$ cat config.mk
export PLATFORM = sky130hd
export DESIGN_NAME = fht_stage_seq
export DESIGN_NICKNAME = d
export VERILOG_FILES = /design/src/rtl/fht_stage_seq_pkg.sv /design/src/rtl/fht_stage_seq_delay.sv /design/src/rtl/fht_stage_seq.sv
export SDC_FILE = /design/constraint.sdc
export NUM_CORES = 1
export LEC_CHECK = 0
export CAP_MARGIN = 20
export CORE_MARGIN = 5
export CORE_UTILIZATION = 49
export CTS_CLUSTER_DIAMETER = 30
export DETAILED_ROUTE_END_ITERATION = 7
export PLACE_DENSITY = 0.7
export SLEW_MARGIN = 15
export SYNTH_ARGS = -nofsm -noshare
export SYNTH_HDL_FRONTEND = slang
export SYNTH_SLANG_ARGS = --single-unit
$ cat constraint.sdc
create_clock -name iCLK -period 5.7 [get_ports iCLK]
set_input_delay 1.14 -clock iCLK [delete_from_list [all_inputs] [get_ports iCLK]]
set_output_delay 1.14 -clock iCLK [all_outputs]
set_load 0.1 [all_outputs]
$ cat src/rtl/fht_stage_seq_pkg.sv
// Shared constants and types for the FHT stage sequencer.
// Sizes here are the defaults used by fht_stage_seq.
package fht_stage_seq_pkg;

  localparam int FHT_N_LOG2  = 4;
  localparam int FHT_RAM_LAT = 1;
  localparam int FHT_S_BIT   = 3;
  localparam int FHT_PIPE    = FHT_RAM_LAT + 2;

  typedef enum logic [1:0] {
    ST_IDLE,
    ST_RUN,
    ST_DRAIN,
    ST_DONE
  } state_t;

endpackage

$ cat src/rtl/fht_stage_seq_delay.sv
// Fixed-depth shift register used to align write-back
// strobe/addresses with the butterfly output.
module fht_delay_line #(
  parameter int W     = 9,
  parameter int DEPTH = 3
) (
  input  logic         iCLK,
  input  logic         iRESET,
  input  logic [W-1:0] iDATA,
  output logic [W-1:0] oDATA
);

  logic [W-1:0] sr [DEPTH];

  // shift one stage per clock; reset flushes pending entries
  always_ff @(posedge iCLK) begin
    if (iRESET) begin
      for (int i = 0; i < DEPTH; i++) sr[i] <= '0;
    end else begin
      sr[0] <= iDATA;
      for (int i = 1; i < DEPTH; i++) sr[i] <= sr[i-1];
    end
  end

  assign oDATA = sr[DEPTH-1];

endmodule

$ cat src/rtl/fht_stage_seq.sv
// Per-stage FHT sequencer: issues butterfly read/twiddle
// addresses and the matching delayed write-back.
module fht_stage_seq
  import fht_stage_seq_pkg::*;
#(
  parameter int N_LOG2  = FHT_N_LOG2,
  parameter int RAM_LAT = FHT_RAM_LAT,
  parameter int S_BIT   = FHT_S_BIT
) (
  input  logic              iCLK,
  input  logic              iRESET,
  input  logic              iSTART,
  input  logic [S_BIT-1:0]  iSTAGE,
  output logic              oBUSY,
  output logic              oDONE,
  output logic              oERR,
  output logic              oRD_EN,
  output logic              oRD_BANK,
  output logic [N_LOG2-1:0] oRD_ADDR_0,
  output logic [N_LOG2-1:0] oRD_ADDR_1,
  output logic [N_LOG2-1:0] oRD_ADDR_2,
  output logic [N_LOG2-2:0] oTW_ADDR,
  output logic              oWR_EN,
  output logic [N_LOG2-1:0] oWR_ADDR_0,
  output logic [N_LOG2-1:0] oWR_ADDR_1
);

  localparam int PIPE = RAM_LAT + 2;
  localparam int NB   = 1 << (N_LOG2 - 1);
  localparam int PW   = $clog2(PIPE + 1);
  localparam int TW   = N_LOG2 - 1;
  localparam int DW   = 1 + 2 * N_LOG2;

  state_t state_q, state_d;
  logic [N_LOG2-1:0] cnt_q, cnt_d;
  logic [PW-1:0]     drn_q, drn_d;
  logic [S_BIT-1:0]  stage_q;

  logic              accept, bad, issue;
  logic [S_BIT-1:0]  s_sel, sh;
  logic [N_LOG2-1:0] j_sel, half, mask, k, base;
  logic [N_LOG2-1:0] x0, x1, x2;
  logic [TW-1:0]     tw_v;
  logic [DW-1:0]     dl_q;

  // next state, issue decision and butterfly index select
  always_comb begin
    state_d = state_q;
    cnt_d   = cnt_q;
    drn_d   = drn_q;
    accept  = 1'b0;
    bad     = 1'b0;
    issue   = 1'b0;
    s_sel   = stage_q;
    j_sel   = '0;
    unique case (state_q)
      ST_IDLE: begin
        if (iSTART) begin
          if (iSTAGE >= S_BIT'(N_LOG2)) begin
            bad = 1'b1;
          end else begin
            accept  = 1'b1;
            issue   = 1'b1;
            s_sel   = iSTAGE;
            cnt_d   = N_LOG2'(1);
            state_d = ST_RUN;
          end
        end
      end
      ST_RUN: begin
        if (cnt_q == N_LOG2'(NB)) begin
          drn_d   = '0;
          state_d = ST_DRAIN;
        end else begin
          issue = 1'b1;
          j_sel = cnt_q;
          cnt_d = cnt_q + 1'b1;
        end
      end
      ST_DRAIN: begin
        if (drn_q == PW'(PIPE - 1)) state_d = ST_DONE;
        else drn_d = drn_q + 1'b1;
      end
      ST_DONE: state_d = ST_IDLE;
    endcase
  end

  // butterfly address arithmetic: shifts and masks only
  always_comb begin
    half = N_LOG2'(1) << s_sel;
    mask = half - 1'b1;
    k    = j_sel & mask;
    base = (j_sel >> s_sel) << (s_sel + 1'b1);
    x0   = base + k;
    x1   = base + half + k;
    x2   = base + half + ((half - k) & mask);
    sh   = S_BIT'(N_LOG2 - 1) - s_sel;
    tw_v = TW'(k << sh);
  end

  // control state and registered read-side outputs
  always_ff @(posedge iCLK) begin
    if (iRESET) begin
      state_q    <= ST_IDLE;
      cnt_q      <= '0;
      drn_q      <= '0;
      stage_q    <= '0;
      oERR       <= 1'b0;
      oRD_EN     <= 1'b0;
      oRD_BANK   <= 1'b0;
      oRD_ADDR_0 <= '0;
      oRD_ADDR_1 <= '0;
      oRD_ADDR_2 <= '0;
      oTW_ADDR   <= '0;
    end else begin
      state_q    <= state_d;
      cnt_q      <= cnt_d;
      drn_q      <= drn_d;
      if (accept) stage_q <= iSTAGE;
      oERR       <= bad;
      oRD_EN     <= issue;
      oRD_BANK   <= issue & s_sel[0];
      oRD_ADDR_0 <= issue ? x0 : '0;
      oRD_ADDR_1 <= issue ? x1 : '0;
      oRD_ADDR_2 <= issue ? x2 : '0;
      oTW_ADDR   <= issue ? tw_v : '0;
    end
  end

  fht_delay_line #(
    .W     (DW),
    .DEPTH (PIPE)
  ) u_dly (
    .iCLK   (iCLK),
    .iRESET (iRESET),
    .iDATA  ({oRD_EN, oRD_ADDR_0, oRD_ADDR_1}),
    .oDATA  (dl_q)
  );

  assign oWR_EN     = dl_q[DW-1];
  assign oWR_ADDR_0 = dl_q[2*N_LOG2-1:N_LOG2];
  assign oWR_ADDR_1 = dl_q[N_LOG2-1:0];
  assign oBUSY      = (state_q == ST_RUN) || (state_q == ST_DRAIN);
  assign oDONE      = (state_q == ST_DONE);

endmodule

# [After elaboration in Yosys (flattened, before gate mapping)]
# Memory sizes are Yosys's and may differ from the RTL's.
# Cells that the tools add are included.
[classes] addsub=10 n_lt_le_gt_ge=1 eq_ne=11 shifts=4 mux=29 n_bitwise=9 reduce_logical=9
[ops] cell="$mux 9" count=3
[ops] cell="$mux 4" count=5
[ops] cell="$add 4x4->4" count=4
[ops] cell="$mux 2" count=6
[ops] cell="$ne 2x2->1 const B" count=6
[ops] cell="$mux 3" count=3
[ops] cell="$and 4x4->4" count=2
[ops] cell="$mux 1" count=8
[ops] cell="$pmux 2 s4" count=1
[ops] cell="$pmux 4 s2" count=1
[ops] cell="$reduce_and 4->1" count=2
[ops] cell="$eq 2x2->1 const B" count=3
[ops] cell="$add 4x1->4 const B" count=1
[ops] cell="$eq 4x4->1 const B" count=1
[ops] cell="$pmux 2 s2" count=1
[ops] cell="$reduce_bool 2->1" count=2
[ops] cell="$shl 1x3->4 const A" count=1
[ops] cell="$shl 4x3->3" count=1
[ops] cell="$shl 4x3->4" count=1
[ops] cell="$shr 4x3->4" count=1
[ops] cell="$sub 4x1->4 const B" count=1
[ops] cell="$sub 4x4->4" count=1
[ops] cell="$add 3x1->3 const B" count=1
[ops] cell="$ge 3x3->1 const B" count=1
[ops] cell="12 further kinds" count=16
[totals] register_bits=29 mem_bits_rw=27 in_bits=6 word_cells=85 n_memories=1
[memory_table] name="u_dly.sr" depth=3 word_bits=9 rd=3 rd_clocked_by_memory_dff=0 write_ports=3 line_no="fht_stage_seq_delay.sv:13" source="logic [W-1:0] sr [DEPTH];"

# [Longest topological paths before layout]
# Gate-level depths: netlist (run 1).
[logic_depth] word_depth=10 ltp_mapped=20 depth_no_buf=19

# [By module]
# Synthesis (run 1) repeated with hierarchy kept, for this count alone.
[unflattened] cells_unflattened=313 area_unflattened_um2=3026.7
[modules_own_cells] module="fht_stage_seq" instances=1 cells_per_inst=248 area_each_um2=2209.6 seq_area_each_um2=580.6
[modules_own_cells] module="fht_delay_line" instances=1 cells_per_inst=65 area_each_um2=817.0 seq_area_each_um2=540.5

# [Worst setup path after synthesis (run 1)]
# OpenSTA, ideal clock, no wires.
[synth_timing] path_type="input to register" start="input iSTAGE[2]" end="register oRD_ADDR_2[3]" setup_time_ns=0.123 arrival_ns=4.660 path_slack_ns=0.917 stages=15 n_path_buf=0 cell_sequence="nand3b_4 a21oi_2 inv_1 ha_1 ha_1 nand2_1 nor3_1 fa_1 ha_1 a21o_1 a211o_1 a211o_1 mux2i_1 a211oi_2 mux2i_1"
[synth_between] elab_chain_len=10 elab_cells_between_ends=19 cone_classes="add/sub (5); order compare (1); shift (3); mux (6); bitwise (3); reduce/logical (1)"
[synth_lines] item="start: declaration" line_no="fht_stage_seq.sv:13" source="input logic [S_BIT-1:0] iSTAGE,"
[synth_lines] item="$ge 3x3->1" line_no="fht_stage_seq.sv:59" source="if (iSTAGE >= S_BIT'(N_LOG2)) begin"
[synth_lines] item="$mux 3" line_no="fht_stage_seq.sv:59"
[synth_lines] item="$mux 3" line_no="fht_stage_seq.sv:58" source="if (iSTART) begin"
[synth_lines] item="$mux 3" line_no="fht_stage_seq.sv:56" source="unique case (state_q)"
[synth_lines] item="$shl 1x3->4" line_no="fht_stage_seq.sv:90" source="half = N_LOG2'(1) << s_sel;"
[synth_lines] item="$sub 4x1->4" line_no="fht_stage_seq.sv:91" source="mask = half - 1'b1;"
[synth_lines] item="$and 4x4->4" line_no="fht_stage_seq.sv:92" source="k = j_sel & mask;"
[synth_lines] item="$sub 4x4->4" line_no="fht_stage_seq.sv:96" source="x2 = base + half + ((half - k) & mask);"
[synth_lines] item="$and 4x4->4" line_no="fht_stage_seq.sv:96"
[synth_lines] item="$add 4x4->4" line_no="fht_stage_seq.sv:96"
[synth_lines] item="end signal: assignment" line_no="fht_stage_seq.sv:125" source="oRD_ADDR_2 <= issue ? x2 : '0;"
[synth_lines] item="end: declaration" line_no="fht_stage_seq.sv:21" source="output logic [N_LOG2-1:0] oRD_ADDR_2,"
# Parallel ways exist; a longest one is shown, timed or not.
# A chain may end at the register's enable or synchronous reset.

# [Worst setup path in the final report (run 1)]
[layout_timing] start="input iSTART" end="register oRD_ADDR_2[3]"
[layout_between] elab_chain_len=8 elab_cells_between_ends=16 cone_classes="add/sub (5); shift (3); mux (4); bitwise (3); reduce/logical (1)"
[layout_lines] item="start: declaration" line_no="fht_stage_seq.sv:12" source="input logic iSTART,"
[layout_lines] item="$mux 3" line_no="fht_stage_seq.sv:58"
[layout_lines] item="$mux 3" line_no="fht_stage_seq.sv:56"
[layout_lines] item="$shl 1x3->4" line_no="fht_stage_seq.sv:90"
[layout_lines] item="$sub 4x1->4" line_no="fht_stage_seq.sv:91"
[layout_lines] item="$and 4x4->4" line_no="fht_stage_seq.sv:92"
[layout_lines] item="$sub 4x4->4" line_no="fht_stage_seq.sv:96"
[layout_lines] item="$and 4x4->4" line_no="fht_stage_seq.sv:96"
[layout_lines] item="$add 4x4->4" line_no="fht_stage_seq.sv:96"
# Parallel ways exist; a longest one is shown, timed or not.

==> results.ini, run 1 <==
[finish]
final_common_cell = dfxtp_1
final_util_pct = 58.0
diodes = 0
multiInputGateArea_sq_um = 1620
syn_to_final_growth_pct = 16.2
fillers = 514
drive_gt1_share_pct = 8.21
regArea_sq_um = 1120
nets = 378
mostFrequentLayoutCells = 56 x dfxtp_1, 34 x clkdlybuf4s50_1, 28 x nor2b_1, 28 x ha_1, 26 x nor2_1

[detailed_routing]
drc = 0
antenna_left = 0
totalWireLength_um = 5880
dr.pass1.iters = 4
vias_per_cell = 5.23
avgRoutedWirePerCell_um = 14.1
vias = 2174
drt_iter0_markers = 142

[yosys]
yosys_warnings = 0
synth_ff_type = dfxtp_1
synth_cell_types = 58
synth_area_leaders = dfxtp_1 38%, ha_1 12%, nor2b_1 6.0%
synth_area_per_cell_sq_um = 9.42
netlist.area_leader.share_pct = 38.4
syn_inst = 310
synth_nets = 348
syn-cell-area_sq_um = 2920
yosysTopAreaCell = dfxtp_1
synth_edf_count = 0
synth_seq_area_share_pct = 38.4
ys_ff_latch = 56
synthArstFlopShare_pct = 0

[floorplan]
fp.dieH_um = 87.2
start_util_pct = 49.9
die_w_um = 87.2
fp-row-count = 28
io_pins = 35
dieArea_sq_um = 7610
core_sq_um = 5850

[run]
drv_cap = 0

[outcome]
outcome = completed

[setup_path]
worst-path-max-fanout = 8
path_class = input port to flip-flop
critPathArrivalTime_ps = 5520
crit_path_start_kind = input port
worstSetupEndpointType = flip-flop
cp.required_ps = 5910

[timing]
setup_tns_ps = 0
tightest_slew_ps = 977
fin_crit_sh_pct = 93.1
period_minus_slack_ps = 5310
maxSlewViolCount = 0
slew_headroom_pct = 34.7
setup_viol = 0
setup_slack_ps = 393
rsz0062_at_grt = no
fin_worst_skew_ps = 8.04
hold_violations = 0
whs_ps = 442
max_freq_mhz = 188

[worst_hold_path]
hp-class = flip-flop to flip-flop

[cts]
holdBufCountCts = 0
cts_setup_buffers = 0
cts_buffer_depth = 2
clk_latency_ps = 320
cts_tree = done
cts.reportedPaths.clkPinSlew_ps = 100
cts_buffers = 5
htree_levels = 2
clock_sinks = 56
post_cts_resize_count = 0
cts-root-buf = clkbuf_8

[placed_design]
pre_cts_ws_ps = 78.8
dp_hpwl_um = 4430
place.gp.congestion = 0.919
port_buffers = 34

[grt]
antenna_found_initial = 0
grt_usage_pct = 16.5
grt_start_max_net_pins = 41
overflow = 0
grt_pass1_wl_um = 9890
grt_pass1_vias = 2091

[power]
power.total_mw = 1.30
total_leakage_power_nw = 1.44
powerDensity_nw_per_um2 = 383
peakVddDrop_uv = 171

-- state kept, by name (all words and copies together), names as in the netlist --
signal,flops
oRD_ADDR_0,4
oERR,1
oRD_EN,1
oRD_ADDR_2,4
state_q,2
oTW_ADDR,3
cnt_q,4
stage_q,3
oRD_ADDR_1,4
oRD_BANK,1
u_dly.sr,27
drn_q,2
-- metrics by stage --
step                std cells  instance area [sq um]
finish                    416                   3390
global route              416                   3390
CTS                       416                   3390
detailed placement        408                   3300
global placement          408                   3300
floorplan                 310                   2920
-- Yosys cell counts (5+ instances only) --
master and count:
a21o_1 6, a21oi_1 11, and2_1 5, buf_4 8
clkbuf_1 7, dfxtp_1 56, ha_1 28, inv_1 20
mux2i_1 5, nand2_1 15, nor2_1 26, nor2b_1 28
nor3_1 9, o21ai_0 8, xor2_1 5
-- critical path: stages --
cell             delay [ps]
clkdlybuf4s50_1         580
and3b_4                 250
mux2i_2                 410
inv_2                   150
ha_1                    230
ha_1                    290
nand2_1                  90
nor3_1                  290
ha_1                    250
fa_1                    470
ha_1                    310
a21o_1                  200
a211o_1                 290
a211o_1                 230
mux2i_1                 160
a211oi_2                 70
mux2i_1                 120
-- worst paths after layout --
kind | start | endpoint | slack [ps] | cells after the start
worst max-delay path | iSTART | oRD_ADDR_2[3] | 390 | 17
worst min register to register | u_dly.sr[0][13] | u_dly.sr[0][22] | 440 | 1
worst max register to register | state_q[0] | oRD_ADDR_2[3] | 1020 | 18
worst min-delay path | u_dly.sr[0][13] | u_dly.sr[0][22] | 440 | 1
-- cell type report --
type | count | area share [%]
clock inverter | 3 | 0.811
clock buffer | 5 | 2.03
timing repair buffer | 40 | 11.4
inverter | 22 | 2.43
sequential | 56 | 33.0
multi-input combinational | 215 | 47.6
tap | 75 | 2.76
-- power by group --
| group | total (mW) | internal [mW] | switching [mW] |
|---|---|---|---|
| logic | 0.618 | 0.195 | 0.423 |
| registers | 0.452 | 0.428 | 0.0240 |
| clock network | 0.228 | 0.0904 | 0.138 |
| total | 1.30 | 0.713 | 0.585 |
-- kinds of logic (layout without fill, tap and decap cells) --
family	after synthesis	after routing	synth area share, %
flip-flops	56	56	38.4
AND/OR/NAND/NOR	108	108	20.4
buffers and inverters	39	70	6.34
adder cells (fa/ha/maj)	32	32	14.7
multiplexers	6	6	2.18
XOR/XNOR	10	10	3.47
AO/OA/AOI/OAI	59	59	14.5
-- routing by layer --
| metal | GRT usage (%) | up-vias | share of wire (%) |
|---|---|---|---|
| met5 | 0 | - | 0 |
| met4 | 6.14 | 0 | 1.7 |
| met3 | 3.22 | 12 | 4.5 |
| met2 | 26.2 | 38 | 44 |
| met1 | 22.1 | 1013 | 50 |
| li1 | - | 1111 | - |
Note: power is estimated with default switching activity, not from simulation.
==> inputs of run 2 (changes only) <==
Settings changed: CORE_MARGIN 5 to 3, DONT_BUFFER_PORTS set to 1, PLACE_DENSITY 0.7 to 0.63, SKIP_CTS_REPAIR_TIMING set to 1.
==> run 2 against run 1 <==
Net effect:
- first-iteration DRC count decreased by 25%
- sequential share of layout area rose by 4.1 points
- hold slack got worse by 7.0 ps
- die area is 9.0% lower
- global-route usage shrank 0.20 points
==> results.ini, run 2 (synthesized netlist as in run 1, its figures left out) <==
[outcome]
outcome = completed

[grt]
antenna_found_initial = 0  ; unchanged
grt_pass1_vias = 1946  ; -6.9%
overflow = 0  ; unchanged
grt_pass1_wl_um = 9290  ; -6.1%
grt_usage_pct = 16.3  ; -0.20 points
grt_start_max_net_pins = 41  ; unchanged

[cts]
htree_levels = 2  ; unchanged
cts_tree = done
cts.reportedPaths.clkPinSlew_ps = 100  ; about the same
clock_sinks = 56  ; unchanged
cts_buffers = 5  ; unchanged
cts_buffer_depth = 2  ; unchanged
clk_latency_ps = 310  ; about the same
cts-root-buf = clkbuf_8

[worst_hold_path]
min_to = u_dly.sr[0][13]
hold_depth = 1  ; unchanged
hp-start = u_dly.sr[0][4]
hp-class = flip-flop to flip-flop

[setup_path]
worst-path-max-fanout = 9  ; +1
r2r_cells = 18  ; unchanged
worstSetupEndpointType = flip-flop
cp.required_ps = 5900  ; about the same
crit-reg2reg-launch = state_q[0]
timing.rr.end = oRD_ADDR_2[3]
critPathArrivalTime_ps = 4890  ; -630 ps
crit_path_start_kind = input port
ff2ff_setup_slack_ps = 1070  ; +50 ps
path_class = input port to flip-flop

[floorplan]
start_util_pct = 51.8  ; +1.8 points
die_w_um = 83.2  ; -4.6%
io_pins = 35  ; unchanged
fp.dieH_um = 83.2  ; -4.6%
core_sq_um = 5640  ; -3.6%
dieArea_sq_um = 6920  ; -9.0%
fp-row-count = 27  ; -3.6%

[timing]
rsz0062_at_grt = no
fin_crit_sh_pct = 82.4  ; -11 points
max_freq_mhz = 213  ; +13%
whs_ps = 435  ; -7.02 ps
maxSlewViolCount = 0  ; unchanged
setup_viol = 0  ; unchanged
slew_headroom_pct = 34.8  ; +0.16 points
hold_violations = 0  ; unchanged
tightest_slew_ps = 976  ; -0.721 ps
fin_worst_skew_ps = 11.1  ; +3.02 ps
period_minus_slack_ps = 4700  ; -609 ps
setup_tns_ps = 0  ; unchanged

[placed_design]
dp_hpwl_um = 4030  ; -8.9%
place.gp.congestion = 0.861  ; -6.4%
place_area_sq_um = 2920  ; -11%
port_buffers = 0  ; -100%

[finish]
nets = 340  ; -10%
diodes = 0  ; unchanged
final_common_cell = dfxtp_1
syn_to_final_growth_pct = 3.38
top_register = u_dly.sr
stdcell_area_sq_um = 3020  ; -11%
drive_gt1_share_pct = 7.92  ; -0.29 points
largest_register_ffs = 27  ; unchanged
mostFrequentLayoutCells = 56 x dfxtp_1, 28 x nor2b_1, 28 x ha_1

[power]
p_clk_share_pct = 18.1  ; +0.5 points
power.total_mw = 1.23  ; -5.0%
p_sw_share_pct = 45.7  ; +0.61 points
p_sw_uw = 563  ; -3.7%
powerDensity_nw_per_um2 = 408  ; +6.7%
power_frac_comb_pct = 34.6  ; -13 points
seq_power_share_pct = 47.4  ; +13 points
peakVddDrop_uv = 258  ; +51%
total_leakage_power_nw = 1.30  ; -9.6%
p_int_uw = 670  ; -6.1%

[detailed_routing]
vias_per_cell = 5.45  ; +4.2%
antenna_left = 0  ; unchanged
drc = 0  ; unchanged
drt_iter0_markers = 106  ; -25%
dr.pass1.iters = 5  ; +1
totalWireLength_um = 5400  ; -8.2%
vias = 2042  ; -6.1%
avgRoutedWirePerCell_um = 14.4  ; +1.9%

[run]
drv_cap = 0  ; unchanged

## run 2: power groups by stage
stage | combinational, mW | sequential [mW] | clock [mW]
global route | 0.477 | 0.590 | 0.252
global placement | 0.421 | 0.593 | 0
detailed placement | 0.422 | 0.593 | 0
CTS | 0.426 | 0.585 | 0.234
floorplan | 0.361 | 0.578 | 0
finish | 0.426 | 0.584 | 0.223
## run 2: how the worst max path moves through the flow
stage / start / endpoint / slack [ps] / depth (start not counted)
2_1_floorplan: iSTAGE[2] / oRD_ADDR_2[3] / 920 / 15
3_3_place_gp: iSTAGE[2] / oRD_ADDR_2[3] / 790 / 17
3_5_place_dp: iSTAGE[2] / oRD_ADDR_2[3] / 710 / 17
4_1_cts: iSTAGE[2] / oRD_ADDR_2[3] / 1030 / 17
5_1_grt: state_q[1] / oRD_ADDR_2[3] / 690 / 18
6_report: iSTAGE[2] / oRD_ADDR_2[3] / 1000 / 16
## run 2: metrics by stage
stage	cells	util [%]	setup WS (ps)
2_1_floorplan	310	-	917
3_3_place_gp	367	51.8	795
3_5_place_dp	367	51.8	712
4_1_cts	375	53.5	1030
5_1_grt	375	53.5	691
6_report	375	53.5	1000
## run 2: worst max-delay path: stages
cell,delay (ps)
nand3b_4,200
a21oi_2,370
inv_1,210
ha_1,240
ha_1,290
nand2_1,80
nor3_1,280
ha_1,250
fa_1,470
ha_1,310
a21o_1,200
a211o_1,290
a211o_1,220
mux2i_1,160
a211oi_2,70
mux2i_1,120
## run 2: final cells by class
type                            count  area [sq um]
Timing Repair Buffer                2          15.0
Sequential cell                    56          1120
Clock inverter                      3          27.5
Fill cell                         502          2620
Tap cell                           72          90.1
Inverter                           22          82.6
Clock buffer                        5          68.8
Multi-Input combinational cell    215          1620
## run 2: metal layers
| metal | part of all wire, % | GRT usage [%] |
|---|---|---|
| met3 | 6.7 | 3.97 |
| met1 | 48 | 22.2 |
| met5 | 0 | 0 |
| met2 | 43 | 24.6 |
| met4 | 2.0 | 6.69 |
==> inputs of run 3 (changes only) <==
Settings changed: PLACE_DENSITY 0.63 to 0.65.
Clock period 5.7 ns to 4.12 ns, I/O delays scaled along.
==> run 3 against run 2 <==
Net effect:
- routed wire length up 11%
- core utilization is 6.3 points higher
- cell count up 7.5%
- count of clock-buffer cells in the layout unchanged
- setup slack lost 840 ps
- critical endpoint unchanged
- largest power group unchanged
==> results.ini, run 3 (synthesized netlist as in run 1, its figures left out) <==
[outcome]
outcome = completed

[grt]
grt_util_met3_pct = 3.87  ; -0.099 points
grt_start_max_net_pins = 41  ; unchanged
grt_usage_pct = 17.4  ; +1.2 points
grt_pass1_wl_um = 9890  ; +6.5%
grt_pass1_vias = 2030  ; +4.3%
use_met1_pct = 23.6  ; +1.5 points
busiest_layer = met2
overflow = 0  ; unchanged
met2_usage_pct = 28.0  ; +3.4 points
antenna_found_initial = 0  ; unchanged

[finish]
top_register = u_dly.sr
final_common_cell = dfxtp_1
syn_to_final_growth_pct = 15.5
final_util_pct = 59.8  ; +6.3 points
largest_register_ffs = 27  ; unchanged
diodes = 0  ; unchanged
drive_gt1_share_pct = 21.5  ; +14 points
stdcell_area_sq_um = 3380  ; +12%
mostFrequentLayoutCells = 55 x dfxtp_1, 30 x buf_4, 28 x nor2b_1
nets = 368  ; +8.2%

[placed_design]
dp_hpwl_um = 4400  ; +9.2%
port_buffers = 0  ; unchanged
place.gp.congestion = 0.900  ; +4.5%
place_area_sq_um = 3200  ; +9.4%

[setup_path]
crit-reg2reg-launch = state_q[1]
worstSetupEndpointType = flip-flop
worstPathCellList = inv_2 -> ha_4 -> and4b_1 -> a21oi_4 -> clkinvlp_4 -> ha_4 -> ha_4 -> nand2_4 -> nor3_4 -> ha_2 -> fa_1 -> ha_1 -> a21o_1 -> a211o_1 -> a211o_1 -> mux2i_1 -> a211oi_2 -> mux2i_1
cpPeakStageDelay_ps = 430  ; -40 ps
path_class = flip-flop to flip-flop
cpMostUsedCell = ha_4
crit_path_start_kind = flip-flop
worst-path-max-fanout = 6  ; -3
cp.required_ps = 4330  ; -1570 ps
startpoint = state_q[1]
cp_slowest_cell = fa_1
critPathArrivalTime_ps = 4160  ; -730 ps

[cts]
htree_levels = 2  ; unchanged
cts_buffers = 5  ; unchanged
clk_latency_ps = 310  ; about the same
cts_tree = done
cts-root-buf = clkbuf_8
cts.reportedPaths.clkPinSlew_ps = 110  ; about the same
clock_sinks = 56  ; unchanged
cts_buffer_depth = 2  ; unchanged

[timing]
max_freq_mhz = 253
maxSlewViolCount = 0  ; unchanged
hold_violations = 0  ; unchanged
fin_crit_sh_pct = 96.0
fin_worst_skew_ps = 7.11  ; -3.95 ps
setup_viol = 0  ; unchanged
slew_headroom_pct = 33.9  ; -0.94 points
tightest_slew_ps = 990  ; +14.0 ps
period_minus_slack_ps = 3960

[run]
drv_cap = 0  ; unchanged

[detailed_routing]
vias = 2126  ; +4.1%
vias_per_cell = 5.28  ; -3.1%
antenna_left = 0  ; unchanged
avgRoutedWirePerCell_um = 14.9  ; +3.3%
totalWireLength_um = 5990  ; +11%
drt_iter0_markers = 114  ; +7.5%
drc = 0  ; unchanged
dr.pass1.iters = 4  ; -1

[worst_hold_path]
hp-start = u_dly.sr[0][2]
hp-class = flip-flop to flip-flop

[floorplan]
start_util_pct = 51.8  ; unchanged
die_w_um = 83.2  ; unchanged
dieArea_sq_um = 6920  ; unchanged
fp-row-count = 27  ; unchanged
io_pins = 35  ; unchanged
fp.dieH_um = 83.2  ; unchanged
core_sq_um = 5640  ; unchanged

[power]
powerDensity_nw_per_um2 = 557  ; +37%
total_leakage_power_nw = 1.44  ; +11%
power.total_mw = 1.88  ; +53%
peakVddDrop_uv = 334  ; +29%

==> run 3: cell types whose count changed in the layout (fill, tap and decap cells not counted), sizes merged <==
cell      previous run  this run
buf                  2        30
inv                 23        22
clkinvlp             1         2
==> run 3: area by class of cell <==
cell class	count	area, sq um
clock buffers	5	68.8
multi-input cells	215	1760
fillers	465	2270
repair buffers	30	225
well taps	72	90.1
clock inverters	3	27.5
flip-flops and latches	56	1120
inverters	22	86.3
==> run 3: critical path: cells and delay by family (launching register included) <==
family / cells / cell delay (ps)
mux: 2 / 280
simple gates: 3 / 450
fa+ha+maj: 6 / 1610
buf+inv: 2 / 250
flops: 1 / 370
compound gates: 5 / 880
==> run 3: worst paths after layout <==
kind | to | slack (ps) | cells after the start
min reg2reg | u_dly.sr[0][11] | 440 | 1
min | u_dly.sr[0][11] | 440 | 1
max | oRD_ADDR_2[3] | 160 | 18
max reg2reg | oRD_ADDR_2[3] | 160 | 18
==> run 3: where the power goes <==
group | leakage, nW | internal (mW) | switching (mW)
Combinational | 0.941 | 0.329 | 0.435
Clock | 0.0463 | 0.125 | 0.192
Sequential | 0.454 | 0.593 | 0.208
Total | 1.44 | 1.05 | 0.835
==> run 3: routing by layer <==
layer  vias up  share of wire, %
met5         -                 0
met4         0              0.85
met3         5               5.7
met2        46                46
met1       983                47
li1       1092                 -
==> run 3: through the flow <==
stage	TNS [ps]	setup slack (ps)	hold slack (ps)	std cells
after global routing	-29.6	-24.0	457	403
after detailed placement	-101	-94.5	421	392
after global placement	-62.2	-62.2	415	392
after floorplan	0	25.3	414	310
final	0	165	442	403
after CTS	0	8.47	446	400
